**src/rtl/clock_set_ctrl.sv**
```systemverilog
// clock_set_ctrl
// Mode/strobe controller for the seconds/minutes/hours counter cascade.
// In RUN it turns the 1 Hz tick into cascaded enable pulses. In the SET modes
// timekeeping halts and btn_inc becomes a single set pulse plus load value for
// the selected counter. It also provides a blink flag and an inactivity timeout
// back to RUN.
// Ports:
//   clk, reset (async, active-low)
//   tick_1hz, btn_mode, btn_inc                   one-cycle input pulses
//   sec_count, min_count, hour_count              current counter values
//   sec_enable, min_enable, hour_enable           registered count enables
//   sec_set, min_set, hour_set, set_count         registered load strobe/value
//   mode (0=RUN 1=SET_HOUR 2=SET_MIN 3=SET_SEC)   registered mode
//   blink                                         registered blink flag
module clock_set_ctrl #(
    parameter int SEC_MAX       = 60,
    parameter int MIN_MAX       = 60,
    parameter int HOUR_MAX      = 24,
    parameter int TIMEOUT_TICKS = 10
) (
    input  logic        clk,
    input  logic        reset,
    input  logic        tick_1hz,
    input  logic        btn_mode,
    input  logic        btn_inc,
    input  logic [31:0] sec_count,
    input  logic [31:0] min_count,
    input  logic [31:0] hour_count,
    output logic        sec_enable,
    output logic        min_enable,
    output logic        hour_enable,
    output logic        sec_set,
    output logic        min_set,
    output logic        hour_set,
    output logic [31:0] set_count,
    output logic [1:0]  mode,
    output logic        blink
);

    localparam logic [1:0] MODE_RUN      = 2'd0;
    localparam logic [1:0] MODE_SET_HOUR = 2'd1;
    localparam logic [1:0] MODE_SET_MIN  = 2'd2;
    localparam logic [1:0] MODE_SET_SEC  = 2'd3;

    localparam int TW = $clog2(TIMEOUT_TICKS + 1);
    localparam logic [TW-1:0] TIMEOUT_LAST = TW'(TIMEOUT_TICKS - 1);

    // Next field value with wrap; out-of-range inputs also load 0.
    function automatic logic [31:0] next_field(input logic [31:0] value,
                                               input int          max_count);
        logic [31:0] last_v;
        last_v = 32'(max_count - 1);
        if (value >= last_v) begin
            next_field = 32'd0;
        end else begin
            next_field = value + 32'd1;
        end
    endfunction

    logic [1:0]    mode_r,      mode_s;
    logic [TW-1:0] timeout_r,   timeout_s;
    logic          blink_r,     blink_s;
    logic          sec_en_r,    sec_en_s;
    logic          min_en_r,    min_en_s;
    logic          hour_en_r,   hour_en_s;
    logic          sec_set_r,   sec_set_s;
    logic          min_set_r,   min_set_s;
    logic          hour_set_r,  hour_set_s;
    logic [31:0]   set_count_r, set_count_s;
    logic          sec_wrap_s,  min_wrap_s;

    assign sec_wrap_s = (sec_count == 32'(SEC_MAX - 1));
    assign min_wrap_s = (min_count == 32'(MIN_MAX - 1));

    // Next-state and next-output decode; btn_mode has priority over everything.
    always_comb begin
        mode_s      = mode_r;
        timeout_s   = timeout_r;
        blink_s     = blink_r;
        sec_en_s    = 1'b0;
        min_en_s    = 1'b0;
        hour_en_s   = 1'b0;
        sec_set_s   = 1'b0;
        min_set_s   = 1'b0;
        hour_set_s  = 1'b0;
        set_count_s = set_count_r;
        if (btn_mode) begin
            // 2-bit increment gives RUN->HOUR->MIN->SEC->RUN directly.
            mode_s    = mode_r + 2'd1;
            timeout_s = '0;
            blink_s   = 1'b0;
        end else if (mode_r == MODE_RUN) begin
            timeout_s = '0;
            blink_s   = 1'b0;
            sec_en_s  = tick_1hz;
            min_en_s  = tick_1hz && sec_wrap_s;
            hour_en_s = tick_1hz && sec_wrap_s && min_wrap_s;
        end else begin
            if (tick_1hz) begin
                blink_s = ~blink_r;
            end else begin
                blink_s = blink_r;
            end
            if (btn_inc) begin
                // A button press restarts the inactivity window even on a tick.
                timeout_s = '0;
                case (mode_r)
                    MODE_SET_HOUR: begin
                        hour_set_s  = 1'b1;
                        set_count_s = next_field(hour_count, HOUR_MAX);
                    end
                    MODE_SET_MIN: begin
                        min_set_s   = 1'b1;
                        set_count_s = next_field(min_count, MIN_MAX);
                    end
                    MODE_SET_SEC: begin
                        sec_set_s   = 1'b1;
                        set_count_s = next_field(sec_count, SEC_MAX);
                    end
                    default: begin
                        set_count_s = set_count_r;
                    end
                endcase
            end else if (tick_1hz) begin
                if (timeout_r >= TIMEOUT_LAST) begin
                    mode_s    = MODE_RUN;
                    timeout_s = '0;
                    blink_s   = 1'b0;
                end else begin
                    timeout_s = timeout_r + TW'(1);
                end
            end else begin
                timeout_s = timeout_r;
            end
        end
    end

    // State and output registers; reset drops any pending strobe immediately.
    always_ff @(posedge clk or negedge reset) begin
        if (!reset) begin
            mode_r      <= MODE_RUN;
            timeout_r   <= '0;
            blink_r     <= 1'b0;
            sec_en_r    <= 1'b0;
            min_en_r    <= 1'b0;
            hour_en_r   <= 1'b0;
            sec_set_r   <= 1'b0;
            min_set_r   <= 1'b0;
            hour_set_r  <= 1'b0;
            set_count_r <= 32'd0;
        end else begin
            mode_r      <= mode_s;
            timeout_r   <= timeout_s;
            blink_r     <= blink_s;
            sec_en_r    <= sec_en_s;
            min_en_r    <= min_en_s;
            hour_en_r   <= hour_en_s;
            sec_set_r   <= sec_set_s;
            min_set_r   <= min_set_s;
            hour_set_r  <= hour_set_s;
            set_count_r <= set_count_s;
        end
    end

    assign mode        = mode_r;
    assign blink       = blink_r;
    assign sec_enable  = sec_en_r;
    assign min_enable  = min_en_r;
    assign hour_enable = hour_en_r;
    assign sec_set     = sec_set_r;
    assign min_set     = min_set_r;
    assign hour_set    = hour_set_r;
    assign set_count   = set_count_r;

endmodule

```
**config.mk**
```make
export PLATFORM = sky130hd
export DESIGN_NAME = clock_set_ctrl
export DESIGN_NICKNAME = d
export VERILOG_FILES = /design/src/rtl/clock_set_ctrl.sv
export SDC_FILE = /design/constraint.sdc
export NUM_CORES = 1
export LEC_CHECK = 0
export BUFFER_PORTS_ARGS = -buffer_cell sky130_fd_sc_hd__buf_2
export CAP_MARGIN = 10
export CORE_ASPECT_RATIO = 0.7
export CORE_MARGIN = 5
export CORE_UTILIZATION = 46
export CTS_CLUSTER_SIZE = 14
export DETAILED_ROUTE_END_ITERATION = 8
export HOLD_SLACK_MARGIN = 0.06
export PLACE_DENSITY = 0.88
export RECOVER_POWER = 100
export SYNTH_ARGS = -nofsm -noshare
export SYNTH_HDL_FRONTEND = slang
export SYNTH_SLANG_ARGS = --single-unit
export TNS_END_PERCENT = 20
```
**constraint.sdc**
```tcl
create_clock -name clk -period 3.2 [get_ports clk]
set_clock_uncertainty 0.05 [all_clocks]
set_input_delay 0.64 -clock clk [delete_from_list [all_inputs] [get_ports clk]]
set_output_delay 0.64 -clock clk [all_outputs]
set_load 0.005 [all_outputs]
```
==> results.md, run 1 <==
* Crit path DAT at 2.67 ns
* Via density at 5.254
* Critical Path Start Type: register
* Shortest period the worst path allows at 2.507 ns
* DRT Pass-1 Iters at 4
* Crit path cell chain: inv_1 > ha_1 > nor3b_1 > nand3_1 > nor3_1 > a22oi_1 > o211ai_1
* RSZ-0062 raised after global routing: no
* R2R depth at 7
* Path type of the worst setup path: register to register
* Hold buffers post-CTS at 0
* Post-route clock period utilization at 78.33%
* GPL Wtd Cong at 0.8910
* Worst setup EP type: register
* R2r startpoint: mode[0]$_DFFE_PN0P_
* Number of CTS-inserted buffers at 5
* VDD IR max at 168.1 µV
* Syn_area_per_cell at 10.51 µm²
* Fin. max-slew vios at 0
* Pwr per Cell Area at 386.1 nW/µm²
* Die area at 6331 µm²
* Row count at 21
* Remaining DRCs at 0
* Synth top area cells: dfrtp_1 51%, nor2b_1 7.3%, nor4_1 5.9%, ha_1 5.6%, nand3_1 2.5%
* Worst Tran Pin Value at 1.012 ns
* Required time worst endpoint at 3.36 ns
* Vias in the first global route at 2153
* Worst setup margin at 0.6933 ns
* Slowest library cell on the worst path: nor3_1
* Mapped Cells at 211
* Top FF cell, synth: dfrtp_1
* I/O pins at 142
* CTS Root Cell: clkbuf_8
* Area Growth Syn to Fin at 35.95%
* Share of cells above drive strength 1 at 34.17%
* Crit path max-delay family: simple AND/OR/NAND/NOR gates
* Number of synthesized register bits at 45
* CTS tree: built
* Max_cap viols at 0
* Critical Path Source: mode[0]$_DFFE_PN0P_
* Core Util, Final at 63.73%
* Antenna fix cells at 0
* Number of synthesized flops with an enable pin at 0
* Synth unique cells at 37
* Fin nets at 467
* Largest net degree at the start of global routing at 46
* Port Buffers at 141
* Commonest non-fill, non-tap cell in the layout: buf_2
* Initial Utilization at 46.88%
* First-pass GRT wire length at 10300 µm
* Synthesized Nets at 322
* Post-route setup TNS at 0 ns
* Register area share after synthesis at 50.79%
* Width of the die at 92.98 µm
* Detail Route Antenna Nets at 0
* Status: finished, final reports clean
* CTS clk-pin slew, worst paths at 0.09 ns
* DP Worst Slack at 1.041 ns
* GRT Resource Usage Total at 21.16%
* Clock sink count at 45
* Crit path to: set_count[3]$_DFFE_PN0P_
* Worst r2r dst: set_count[3]$_DFFE_PN0P_
* Buffer count from post-CTS setup fixing at 0
* Synth Cell Area at 2217 µm²
* LEAKAGE at 1.529 nW
* Hold Fails Final Rpt at 0
* Min-Delay Path Class: input pin to asynchronous set/reset pin
* Htree depth at 2
* Async set-reset flop share out of synthesis at 100.0%
* GR Overflow Total at 0
* Slew HR at 31.92%
* Antenna violations before repair at 0
* R2r setup slk at 0.69 ns
* Initial drt markers at 125
* Fmax at 398.9 MHz
* Levels on crit path at 7
* Crit path max fanout at 8
* CP max stage delay at 0.56 ns
* Core Region at 4730 µm²
* Vias at 2175
* Hpwl dp at 5470 µm
* Ys Warns at 0
* Commonest cells after routing, fill and taps aside: 112 x buf_2, 45 x dfrtp_1, 28 x clkbuf_1, 26 x nor2b_1, 22 x nor4_1
* Post-synth top area cell: dfrtp_1
* Die Height at 68.09 µm
* Clk buf depth at 2
* Setup-failing EPs final at 0
* Post-Route WL at 6585 µm
* Post-cts sizing count at 0
* Area share of the leading cell type in the synthesized netlist at 50.79%
* WL/cell at 15.91 µm
* Bufs and invs on worst path at 1
* Clk Latency, worst-skew pair at 0.29 ns
==> where the power goes <==
group / switching (mW) / internal [mW]
combinational: 0.126 / 0.0925
clock: 0.196 / 0.155
sequential: 0.0123 / 0.582
==> synth_stat cells (3+ instances only) <==
cell / instances
clkbuf_1: 3
nor4_1: 21
a32oi_1: 3
nand4_1: 4
o21ai_0: 4
nand2b_1: 3
nand2_1: 14
nor2_1: 11
nand3_1: 11
xor2_1: 6
inv_1: 5
and2_1: 4
nor2b_1: 26
ha_1: 10
dfrtp_1: 45
xnor2_1: 5
a21oi_1: 4
a22oi_1: 3
o211ai_1: 4
==> worst min path at each step <==
stage / to
finish: set_count[10]$_DFFE_PN0P_
detailed placement: set_count[11]$_DFFE_PN0P_
floorplan: blink$_DFF_PN0_
global route: set_count[20]$_DFFE_PN0P_
CTS: set_count[5]$_DFFE_PN0P_
global placement: set_count[13]$_DFFE_PN0P_
==> metrics by stage <==
stage | hold WS, ns | area [µm²] | total power [mW] | std cells
after CTS | 0.4537 | 3082 | 1.179 | 414
after detailed placement | 0.4300 | 2992 | 0.8300 | 406
after global routing | 0.4692 | 3014 | 1.232 | 414
after floorplan | 0.2944 | 2217 | 0.7010 | 211
after global placement | 0.4264 | 2992 | 0.8239 | 406
final | 0.4421 | 3014 | 1.164 | 414
==> layer usage <==
layer | share of wire [%] | vias to the layer above | track usage, %
met3 | 9.2 | 10 | 6.923
met1 | 44 | 1016 | 27.96
met2 | 45 | 95 | 33.99
met4 | 1.3 | 0 | 5.484
met5 | 0 | - | 0
li1 | - | 1054 | -
==> flip-flops by register name (all words and copies together) (netlist names) <==
register	cells
timeout_r	4
sec_enable	1
min_set	1
sec_set	1
hour_set	1
blink	1
mode	2
hour_enable	1
min_enable	1
set_count	32
==> final cells by class <==
class                           instances  area, µm²
Inverter                                5      18.77
Clock buffer                            5      68.82
Tap cell                               57      71.32
Timing Repair Buffer                  142      676.9
Multi-Input combinational cell        157       1031
Clock inverter                          3      21.27
Fill cell                             440       1715
Sequential cell                        45       1126
==> logic make-up (layout without fill, tap and decap cells) <==
| group | Yosys count | after routing | synth area share [%] |
|---|---|---|---|
| buf+inv | 9 | 155 | 1.580 |
| fa+ha+maj | 10 | 10 | 5.643 |
| flops | 45 | 45 | 50.79 |
| simple gates | 109 | 109 | 29.29 |
| xor+xnor | 11 | 11 | 4.345 |
| compound gates | 27 | 27 | 8.353 |
Note: power is estimated with default switching activity, not from simulation.
==> inputs of run 2 (changes only) <==
--- a/config.mk
+++ b/config.mk
@@ -5,15 +5,16 @@
 export SDC_FILE = /design/constraint.sdc
 export NUM_CORES = 1
 export LEC_CHECK = 0
+export ABC_AREA = 1
 export BUFFER_PORTS_ARGS = -buffer_cell sky130_fd_sc_hd__buf_2
 export CAP_MARGIN = 10
 export CORE_ASPECT_RATIO = 0.7
 export CORE_MARGIN = 5
-export CORE_UTILIZATION = 46
+export CORE_UTILIZATION = 41
 export CTS_CLUSTER_SIZE = 14
 export DETAILED_ROUTE_END_ITERATION = 8
 export HOLD_SLACK_MARGIN = 0.06
-export PLACE_DENSITY = 0.88
+export PLACE_DENSITY = 0.79
 export RECOVER_POWER = 100
 export SYNTH_ARGS = -nofsm -noshare
 export SYNTH_HDL_FRONTEND = slang
==> constraint.sdc (replaced) <==
create_clock -name clk -period 2.3 [get_ports clk]
set_clock_uncertainty 0.05 [all_clocks]
set_input_delay 0.46 -clock clk [delete_from_list [all_inputs] [get_ports clk]]
set_output_delay 0.46 -clock clk [all_outputs]
set_load 0.005 [all_outputs]
==> run 2 against run 1 <==
The run now ends with capacitance limit, slew limit left; cell count rose by 47%; die area rose by 32%; first-iteration DRC count fell by 22%; combinational power rose by 110%; sequential power rose by 51%; clock power rose by 39%; area after synthesis rose by 22%; register-to-register slack got worse by 0.38 ns; global-route usage fell by 3.8 points; power rose by 58%; critical path type unchanged; largest cell class is now multi-input combinational cells.
==> results.md, run 2 <==
* Status: finished, violations left
* Failing checks: capacitance limit, slew limit
* Hpwl dp at 6071 µm (+11%)
* Hold buffers post-CTS at 0 (unchanged)
* Min-Delay Path Class: input pin to register
* Synth unique cells at 26 (-30%)
* Crit path max-delay family: simple AND/OR/NAND/NOR gates
* VDD IR max at 244.9 µV (+46%)
* Slowest library cell on the worst path: nor2_2
* Fmax at 503.9 MHz (+26%)
* GPL Wtd Cong at 0.8498 (-4.6%)
* Post-synth top area cell: dfrtp_1
* Worst Tran Pin Value at 1.771 ns (+0.7587 ns)
* I/O pins at 142 (unchanged)
* Worst Hold Launch: tick_1hz
* Clk Latency, worst-skew pair at 0.30 ns (about the same)
* Row count at 24 (+14%)
* Largest net degree at the start of global routing at 36 (-22%)
* RSZ-0062 raised after global routing: no
* Net Switching at 0.5861 mW (+75%)
* Hold_ws at 0.3602 ns (-0.08192 ns)
* Clock sink count at 45 (unchanged)
* Worst setup EP type: register
* WL/cell at 11.71 µm (-26%)
* Syn_area_per_cell at 7.068 µm² (-33%)
* Detail Route Antenna Nets at 0 (unchanged)
* Setup-failing EPs final at 0 (unchanged)
* Via density at 4.498 (-14%)
* Post-cts sizing count at 0 (unchanged)
* Vias at 2730 (+26%)
* Register area at 1126 µm² (unchanged)
* Die Height at 77.90 µm (+14%)
* Max FFs per register at 32 (unchanged)
* CTS Root Cell: clkbuf_8
* CTS clk-pin slew, worst paths at 0.08 ns (about the same)
* Synth top area cells: dfrtp_1 42%, nor2_1 16%, nand2_1 9.6%, inv_1 8.9%, nand3_1 4.8%
* Number of synthesized register bits at 45 (unchanged)
* Initial drt markers at 98 (-22%)
* Switch share at 31.81% (+3.1 points)
* Clock network fraction of total power at 26.5% (-3.7 points)
* Hold Fails Final Rpt at 0 (unchanged)
* Async set-reset flop share out of synthesis at 100.0% (unchanged)
* Path type of the worst setup path: register to register
* GR Overflow Total at 0 (unchanged)
* First-pass GRT wire length at 11840 µm (+15%)
* Antenna violations before repair at 0 (unchanged)
* Slew HR at -18.04% (-50 points)
* Remaining DRCs at 0 (unchanged)
* Synth Cell Area at 2700 µm² (+22%)
* Width of the die at 107.0 µm (+15%)
* Crit path DAT at 2.12 ns (-0.55 ns)
* Commonest cells after routing, fill and taps aside: 114 x nor2_1, 113 x buf_2, 69 x nand2_1, 64 x inv_1, 45 x dfrtp_1
* # fillers at 640 (+45%)
* Critical Path Start Type: register
* LEAKAGE at 1.912 nW (+25%)
* Share of cells above drive strength 1 at 27.03% (-7.1 points)
* CP max stage delay at 0.43 ns (-0.13 ns)
* R2r startpoint: mode[0]$_DFFE_PN0P_
* Mapped Cells at 382 (+81%)
* Critical Path Source: mode[0]$_DFFE_PN0P_
* Synth cell count leaders: 113 x nor2_1, 69 x nand2_1, 64 x inv_1
* Multi-input logic area at 1276 µm² (+24%)
* GRT Resource Usage Total at 17.34% (-3.8 points)
* Number of synthesized flops with an enable pin at 0 (unchanged)
* Ys Warns at 0 (unchanged)
* DRT Pass-1 Iters at 4 (unchanged)
* Bufs and invs on worst path at 3 (+2)
* Die area at 8334 µm² (+32%)
* Post-route setup TNS at 0 ns (unchanged)
* Core Region at 6306 µm² (+33%)
* Antenna fix cells at 0 (unchanged)
* Synthesized Nets at 493 (+53%)
* Buffer count from post-CTS setup fixing at 0 (unchanged)
* CTS tree: built
* Sequential power share at 48.7% (-2.3 points)
* Port Buffers at 141 (unchanged)
* Crit path top cell by count: nor2_1
* Post-route clock period utilization at 86.28% (+7.9 points)
* Shortest period the worst path allows at 1.984 ns (-0.5222 ns)
* Number of CTS-inserted buffers at 5 (unchanged)
* Area share of the leading cell type in the synthesized netlist at 41.71% (-9.1 points)
* Pwr per Cell Area at 521.1 nW/µm² (+35%)
* Fin nets at 639 (+37%)
* Commonest non-fill, non-tap cell in the layout: nor2_1
* Vias in the first global route at 2771 (+29%)
* Crit path max fanout at 26 (+18)
* Clk buf depth at 2 (unchanged)
* Combinational share of power at 24.8% (+6.0 points)
* Post-Route WL at 7110 µm (+8.0%)
* Most frequent cell after synthesis: nor2_1
* Max_cap viols at 1 (+1)
* Required time worst endpoint at 2.44 ns (-0.92 ns)
* Crit path cell chain: inv_1 > ha_1 > nor2_1 > inv_2 > nor2_2 > buf_12 > nor2_1
* Top FF cell, synth: dfrtp_1
* Initial Utilization at 42.82% (-4.1 points)
* Register area share after synthesis at 41.71% (-9.1 points)
* Htree depth at 2 (unchanged)
* P_int at 1.256 mW (+52%)
* Fin. max-slew vios at 36 (+36)
* Area Growth Syn to Fin at 30.95%
-- run 2: cell count changes in the layout (fill, tap and decap cells not counted), moves of 15 or more --
cell | previous run | this run
inv_1 | 5 | 64
nand2_1 | 14 | 69
nand3_1 | 11 | 26
nor2_1 | 11 | 114
nor2b_1 | 26 | 0
nor4_1 | 22 | 0
-- run 2: path summary, 6_finish.rpt --
| kind | to | slack (ns) | depth (start not counted) |
|---|---|---|---|
| setup / recovery | set_count[21]$_DFFE_PN0P_ | 0.32 | 7 |
| hold / removal | blink$_DFF_PN0_ | 0.36 | 2 |
| setup reg to reg | set_count[21]$_DFFE_PN0P_ | 0.32 | 7 |
| hold reg to reg | set_count[16]$_DFFE_PN0P_ | 0.44 | 2 |
| max in group asynchronous | hour_set$_DFF_PN0_ | 0.60 | 1 |
| min in group asynchronous | set_count[31]$_DFFE_PN0P_ | 0.57 | 1 |
-- run 2: logic make-up after synthesis --
logic type / count (synthesis) / share of synthesized area [%]
buffers and inverters: 70 / 10.19
AOI/OAI and AO/OA: 9 / 2.039
adders and majority gates: 10 / 4.634
xor gates and xnor gates: 12 / 3.892
and+or+nand+nor: 236 / 37.53
DFF: 45 / 41.71
-- run 2: routing by layer --
layer  global-route usage [%]  vias up  wire length [µm]
met2                    29.59      115              3194
met1                    22.06     1183              3173
met5                        0        -                 0
met4                    4.470        0                86
li1                         -     1423                 -
met3                    4.395        9               656
-- run 2: cell type report --
type / instances / area share, %
Clock buffer: 5 / 1.946
Timing Repair Buffer: 143 / 19.75
Clock inverter: 3 / 0.6016
Sequential cell: 45 / 31.85
Tap cell: 78 / 2.760
Inverter: 66 / 7.006
Multi-Input combinational cell: 267 / 36.09
-- run 2: per-stage QoR --
step	power [mW]	std cells	setup slack [ns]	instance area (µm²)	utilization, %
after floorplan	1.146	382	0.7826	2700	-
final	1.843	607	0.3155	3536	56.07
after detailed placement	1.387	599	0.4485	3506	55.60
after CTS	1.880	607	0.4143	3596	57.02
after global placement	1.361	599	0.5017	3506	55.60
after global routing	1.962	607	0.1503	3536	56.07
-- run 2: power groups by stage --
stage	combinational, mW	clock, mW	sequential, mW
floorplan	0.237	0	0.909
global placement	0.456	0	0.906
detailed placement	0.476	0	0.911
CTS	0.480	0.505	0.895
global route	0.525	0.532	0.906
finish	0.458	0.488	0.897
-- run 2: worst reg2reg max path: stages (launching register included) --
cell and delay (ns):
dfrtp_1 0.42, inv_1 0.10, ha_1 0.24, nor2_1 0.24
inv_2 0.09, nor2_2 0.43, buf_12 0.23, nor2_1 0.07
